<file path="src/rtl/alt_cal_e1.sv">
`default_nettype none
// ============================================================================
// Module   : alt_cal_e1
// Purpose  : Phase-error estimator. Computes the fixed-point ratio
//            e1 = err / tot * 2^E1_AMP with a bit-serial restoring divider
//            and clamps it into (0, 2^E1_AMP), so that log2(e1) and
//            log2(1 - e1) downstream are always defined.
// Ports    : clk        - system clock
//            rst        - synchronous active-high reset
//            i_start    - one-cycle start pulse, honoured only in IDLE
//            i_err_cnt  - number of erroneous test bits   [CNT_W]
//            i_tot_cnt  - number of test bits             [CNT_W]
//            o_e1_busy  - computation in progress
//            o_e1       - e1 * 2^E1_AMP, unsigned         [32]
//            o_e1_vld   - one-cycle result strobe
//            o_e1_error - invalid input (tot==0 or err>tot), sticky until
//                         the next accepted start
// Options  : E1_ROUND_EN - when defined, round the quotient to nearest
//            (ties up) before clamping; otherwise truncate.
// Revision : 1.0 - initial release
// ============================================================================
module alt_cal_e1 #(
  parameter int E1_AMP = 24,
  parameter int CNT_W  = 32
) (
  input  logic             clk,
  input  logic             rst,
  input  logic             i_start,
  input  logic [CNT_W-1:0] i_err_cnt,
  input  logic [CNT_W-1:0] i_tot_cnt,
  output logic             o_e1_busy,
  output logic [31:0]      o_e1,
  output logic             o_e1_vld,
  output logic             o_e1_error
);

  // Numerator / quotient width and iteration counter width.
  localparam int c_L    = CNT_W + E1_AMP;
  localparam int c_IW   = $clog2(c_L);
  // 2^E1_AMP at quotient width (+1 guard bit for the rounding increment).
  localparam logic [c_L:0]  c_ONE    = {{c_L{1'b0}}, 1'b1} << E1_AMP;
  localparam logic [31:0]   c_E1_MAX = 32'((64'd1 << E1_AMP) - 64'd1);

  typedef enum logic [2:0] {
    S_IDLE  = 3'd0,
    S_CHECK = 3'd1,
    S_DIV   = 3'd2,
    S_FIN   = 3'd3,
    S_ERR   = 3'd4
  } state_t;

  state_t             state_q, state_d;
  logic [CNT_W-1:0]   err_q, err_d;
  logic [CNT_W-1:0]   tot_q, tot_d;
  logic [c_L-1:0]     num_q, num_d;
  logic [c_L-1:0]     quo_q, quo_d;
  logic [CNT_W:0]     rem_q, rem_d;
  logic [c_IW-1:0]    cnt_q, cnt_d;
  logic [31:0]        e1_q, e1_d;
  logic               vld_q, vld_d;
  logic               busy_q, busy_d;
  logic               error_q, error_d;

  // Shifted partial remainder; one extra bit so the compare never wraps.
  logic [CNT_W+1:0]   rem_sh;
  logic               rem_ge;
  logic [c_L:0]       q_fin;

  always_comb begin
    rem_sh = {rem_q, num_q[c_L-1]};
    rem_ge = (rem_sh >= {2'b00, tot_q});

`ifdef E1_ROUND_EN
    // Round to nearest: bump the quotient when the leftover is at least
    // half the divisor (2*rem >= tot).
    q_fin = {1'b0, quo_q} + {{c_L{1'b0}}, ({rem_q, 1'b0} >= {2'b00, tot_q})};
`else
    q_fin = {1'b0, quo_q};
`endif
  end

  always_comb begin
    state_d = state_q;
    err_d   = err_q;
    tot_d   = tot_q;
    num_d   = num_q;
    quo_d   = quo_q;
    rem_d   = rem_q;
    cnt_d   = cnt_q;
    e1_d    = e1_q;
    vld_d   = 1'b0;
    busy_d  = busy_q;
    error_d = error_q;

    case (state_q)
      S_IDLE: begin
        if (i_start) begin
          err_d   = i_err_cnt;
          tot_d   = i_tot_cnt;
          error_d = 1'b0;
          busy_d  = 1'b1;
          state_d = S_CHECK;
        end
      end

      S_CHECK: begin
        if ((tot_q == '0) || (err_q > tot_q)) begin
          state_d = S_ERR;
        end else begin
          num_d   = {err_q, {E1_AMP{1'b0}}};
          rem_d   = '0;
          quo_d   = '0;
          cnt_d   = '0;
          state_d = S_DIV;
        end
      end

      S_DIV: begin
        // One restoring step: bring down the next numerator bit, subtract
        // the divisor if it fits, and record the quotient bit.
        num_d = {num_q[c_L-2:0], 1'b0};
        if (rem_ge) begin
          rem_d = (CNT_W+1)'(rem_sh - {2'b00, tot_q});
        end else begin
          rem_d = rem_sh[CNT_W:0];
        end
        quo_d = {quo_q[c_L-2:0], rem_ge};
        cnt_d = cnt_q + 1'b1;
        if (cnt_q == c_IW'(c_L - 1)) begin
          state_d = S_FIN;
        end
      end

      S_FIN: begin
        // Keep e1 strictly inside (0, 1) in fixed point.
        if (q_fin == '0) begin
          e1_d = 32'd1;
        end else if (q_fin >= c_ONE) begin
          e1_d = c_E1_MAX;
        end else begin
          e1_d = 32'(q_fin);
        end
        vld_d   = 1'b1;
        busy_d  = 1'b0;
        state_d = S_IDLE;
      end

      S_ERR: begin
        e1_d    = '0;
        error_d = 1'b1;
        vld_d   = 1'b1;
        busy_d  = 1'b0;
        state_d = S_IDLE;
      end

      default: begin
        state_d = S_IDLE;
      end
    endcase
  end

  always_ff @(posedge clk) begin
    if (rst) begin
      state_q <= S_IDLE;
      err_q   <= '0;
      tot_q   <= '0;
      num_q   <= '0;
      quo_q   <= '0;
      rem_q   <= '0;
      cnt_q   <= '0;
      e1_q    <= '0;
      vld_q   <= 1'b0;
      busy_q  <= 1'b0;
      error_q <= 1'b0;
    end else begin
      state_q <= state_d;
      err_q   <= err_d;
      tot_q   <= tot_d;
      num_q   <= num_d;
      quo_q   <= quo_d;
      rem_q   <= rem_d;
      cnt_q   <= cnt_d;
      e1_q    <= e1_d;
      vld_q   <= vld_d;
      busy_q  <= busy_d;
      error_q <= error_d;
    end
  end

  assign o_e1       = e1_q;
  assign o_e1_vld   = vld_q;
  assign o_e1_busy  = busy_q;
  assign o_e1_error = error_q;

endmodule
`default_nettype wire
</file>
<file path="config.mk">
export PLATFORM = sky130hd
export DESIGN_NAME = alt_cal_e1
export DESIGN_NICKNAME = d
export VERILOG_FILES = /design/src/rtl/alt_cal_e1.sv
export SDC_FILE = /design/constraint.sdc
export NUM_CORES = 1
export LEC_CHECK = 0
export ABC_AREA = 1
export BUFFER_PORTS_ARGS = -buffer_cell sky130_fd_sc_hd__buf_4
export CAP_MARGIN = 10
export CORE_MARGIN = 5
export CORE_UTILIZATION = 40
export CTS_CLUSTER_DIAMETER = 100
export DETAILED_ROUTE_END_ITERATION = 6
export GPL_TIMING_DRIVEN = 0
export SLEW_MARGIN = 5
export SYNTH_ARGS = -nofsm -noshare
export SYNTH_HDL_FRONTEND = slang
export SYNTH_SLANG_ARGS = --single-unit
</file>
<file path="constraint.sdc">
create_clock -name clk -period 3.8 [get_ports clk]
set_clock_uncertainty 0.05 [all_clocks]
set_input_delay 0.19 -clock clk [delete_from_list [all_inputs] [get_ports clk]]
set_output_delay 0.19 -clock clk [all_outputs]
set_load 0.05 [all_outputs]
</file>
==> summary.md <==
| Metric | Value |
|---|---|
| Simple-Gate Fraction of Synth Area | `30.4%` |
| Ant diodes | `0` |
| Fin cells | `2524` |
| CP Cell Sequence | `inv_1, ha_1, a21oi_1, nand2_1, nand2_1, nand2_1, a21oi_4, nand4_4, buf_6, nand3_1, nand2_1, a21oi_1` |
| Routed via count | `13200` |
| Synth Cell Area | `0.0127 mm^2` |
| Worst Tran Pin Value | `0.897 ns` |
| Die ar. | `0.0354 mm^2` |
| Util after Layout | `49.2%` |
| Initial antenna violation count | `0` |
| Nature of the critical path startpoint | `register` |
| CTS H-tree depth | `1` |
| Outcome | `complete, no violations` |
| First-pass GRT wire length | `between 60000 and 70000 um` |
| Crit. Startpoint | `tot_q[21]` |
| Top FF cell, synth | `dfxtp_1` |
| Final setup vio count | `0` |
| R2R cell count | `12` |
| Largest family of logic cells by synthesized area | `simple AND/OR/NAND/NOR gates` |
| Pwr Total | `10.2 mW` |
| Syn Area/Cell | `roughly 6.6 um^2` |
| Synth Area in Compound Gates | `14.9%` |
| Starting density of the core | `40.4%` |
| Final critical-path required period | `2.75 ns` |
| Post-cts resize count | `0` |
| Crit path depth | `12` |
| Syn. warnings | `0` |
| Post-route cell area | `between 0.015 and 0.02 mm^2` |
| Post-DP Area | `0.0139 mm^2` |
| FFs w/ async S/R, synth | `0%` |
| Hold Path Class | `in -> reg` |
| Post-synthesis sequential area ratio | `36.1%` |
| CTS root buf | `clkbuf_16` |
| Period utilization | `72.4%` |
| Post-Synth XOR/XNOR Area | `1.04%` |
| I/O Pins | `102` |
| CTS Buf Count | `26` |
| Yosys reg bits | `229` |
| IO Port Bufs | `101` |
| Max-slew violations | `0` |
| Drt wl/cell | `around 16 um` |
| Die Ht | `around 190 um` |
| Vias in the first global route | `12400` |
| DIE WIDTH | `188 um` |
| Max cap viols | `0` |
| Post-DP HPWL | `30900 um` |
| GP Congestion | `approximately 0.92` |
| DP Cell Count | `2416` |
| RSZ-0062 raised after global routing | `false` |
| Vias per Instance | `roughly 5.2` |
| Largest net degree at the start of global routing | `14` |
| Hold Crit Depth | `3` |
| Most frequent CP cell | `nand2_1` |
| Fin. Hold Viols | `0` |
| Final-stage net count | `about 2200` |
| Reg-to-Reg Start | `tot_q[21]` |
| Worst skew pair latency | `between 0.5 and 0.6 ns` |
| CP delay by family, top | `simple AND/OR/NAND/NOR gates` |
| Relative slew slack | `40.2%` |
| Maximum clock path buffer count | `3` |
| Crit Path Class | `reg -> reg` |
| Core Area | `0.0314 mm^2` |
| CTS tree | `built` |
| Grt ovf | `0` |
| Crit-path slowest cell | `ha_1` |
| Rows | `65` |
| Setup_tns | `0 ns` |
| Worst-path clk slew | `around 0.06 ns` |
| Post-synth cell types | `38` |
| Worst EP required | `4.21 ns` |
| Gr usage total | `between 20% and 30%` |
| Adder-Cell Fraction of Synth Area | `6.57%` |
| Post-synth EDFFs | `0` |
| WP buf/inv | `2` |
| Ratio of cells with drive above 1 in the final layout | `8.95%` |
| Clock sink count | `229` |
| Max incr delay on CP | `roughly 0.42 ns` |
| 1st-iter DRT viols | `1165` |
| HP Start | `i_err_cnt[0]` |
| 1st-pass router iterations | `5` |
| Max Fclk | `363 MHz` |
| Leakage power | `slightly below 7 nW` |
| Worst setup EP type | `register` |
| # DRC | `0` |
| Area Growth Syn to Fin | `21.7%` |
| Peak supply drop | `0.306 mV` |
| Syn Inst Count | `roughly 1900` |
| Mux cell area share after synthesis | `0%` |
| Cell area power density | `658 mW/mm^2` |
| Mapped Nets | `2046` |
| Drt total wl | `41100 um` |
| Crit path DAT | `roughly 3.2 ns` |
| CP max FO | `10` |
| Post-route ant nets | `0` |
## flip-flops by register name (all words and copies together), names as in the netlist
signal      flops
o_e1_vld        1
quo_q          56
tot_q          32
rem_q          33
cnt_q           6
o_e1           32
state_q         3
o_e1_error      1
num_q          32
o_e1_busy       1
err_q          32
## logic make-up (layout without fill, tap and decap cells)
logic type | count (synthesis) | after routing
compound gates | 368 | 368
xor+xnor | 15 | 15
fa+ha+maj | 66 | 66
buf+inv | 351 | 560
flops | 229 | 229
simple gates | 884 | 884
## repair_timing
item	in CTS	in global routing
hold buffers	64	0
endpoints found under the hold margin	64	0
buffers inserted	0	0
## cells in the final DEF (no fill, tap or decap), types with 4 or more instances in the layout
master / n
nand4_1: 48
ha_1: 65
clkbuf_8: 9
nor2_1: 140
o21bai_1: 5
clkbuf_16: 26
nand3_2: 5
dlygate4sd3_1: 64
nand3b_1: 4
o22ai_1: 10
buf_1: 10
nor2_2: 4
buf_2: 27
nand2_1: 434
xnor2_1: 14
a21oi_1: 216
nand3_1: 215
dfxtp_1: 229
inv_1: 245
buf_4: 102
clkbuf_1: 67
nor4_1: 13
o21ai_0: 130
nor3_1: 10
## cell usage after synthesis (2+ instances only)
master	number	share of area [%]
a21o_1	2	0.12
xnor2_1	14	0.97
o21bai_1	5	0.30
o21ai_0	130	5.1
nand3_2	5	0.39
nor2_1	140	4.1
buf_1	10	0.30
o22ai_1	10	0.49
buf_2	27	1.1
inv_1	245	7.2
nor3_1	10	0.39
nand3_1	215	8.5
and2_1	3	0.15
nor2_2	4	0.20
dfxtp_1	229	36
nand3b_1	4	0.24
a21oi_2	2	0.14
clkbuf_1	63	1.9
ha_1	65	6.4
buf_6	3	0.27
a21oi_1	216	8.5
nand2_2	2	0.099
nand2_1	434	13
clkinv_1	2	0.059
nand4_1	48	2.4
nor4_1	13	0.64
## final cells by class
type	count	area (um^2)
Fill cell	3210	16000
Timing Repair Buffer	165	1400
Clock inverter	5	63.8
Tap cell	402	503
Buffer	104	450
Clock buffer	39	790
Inverter	247	927
Sequential cell	229	4580
Multi-Input combinational cell	1333	6720
## tightest hold or removal path: cells and delay by family
| family | cells | cell delay, ns |
|---|---|---|
| AO/OA/AOI/OAI | 2 | 0.30 |
| buffers and inverters | 1 | 0.07 |
## path summary, 6_finish.rpt
check	to	slack, ns
worst min register to register	o_e1[25]	0.38
worst min-delay path	err_q[0]	0.03
worst max register to register	rem_q[23]	1.05
worst max-delay path	rem_q[23]	1.05
## layer usage
| metal | share of wire [%] | vias up | track usage [%] |
|---|---|---|---|
| met5 | 0 | - | 0 |
| met4 | 3.2 | 0 | 6.86 |
| met3 | 5.8 | 78 | 2.40 |
| met2 | 45 | 368 | 36.7 |
| met1 | 46 | 6111 | 30.8 |
| li1 | - | 6646 | - |
## power by group
part | internal (mW) | switching [mW] | total, mW
Combinational | 1.43 | 3.27 | 4.70
Sequential | 2.76 | 0.185 | 2.94
Clock | 1.49 | 1.02 | 2.51
Total | 5.68 | 4.47 | 10.2
## per-stage QoR
| stage | worst slack (ns) | hold WS (ns) |
|---|---|---|
| after floorplan | 1.75 | 0.333 |
| after detailed placement | 1.08 | 0.369 |
| after CTS | 1.04 | 0.00248 |
| after global routing | 0.826 | 0.0614 |
| final | 1.05 | 0.0294 |
| after global placement | 1.08 | 0.367 |
Power figures use the tool's default switching activity.
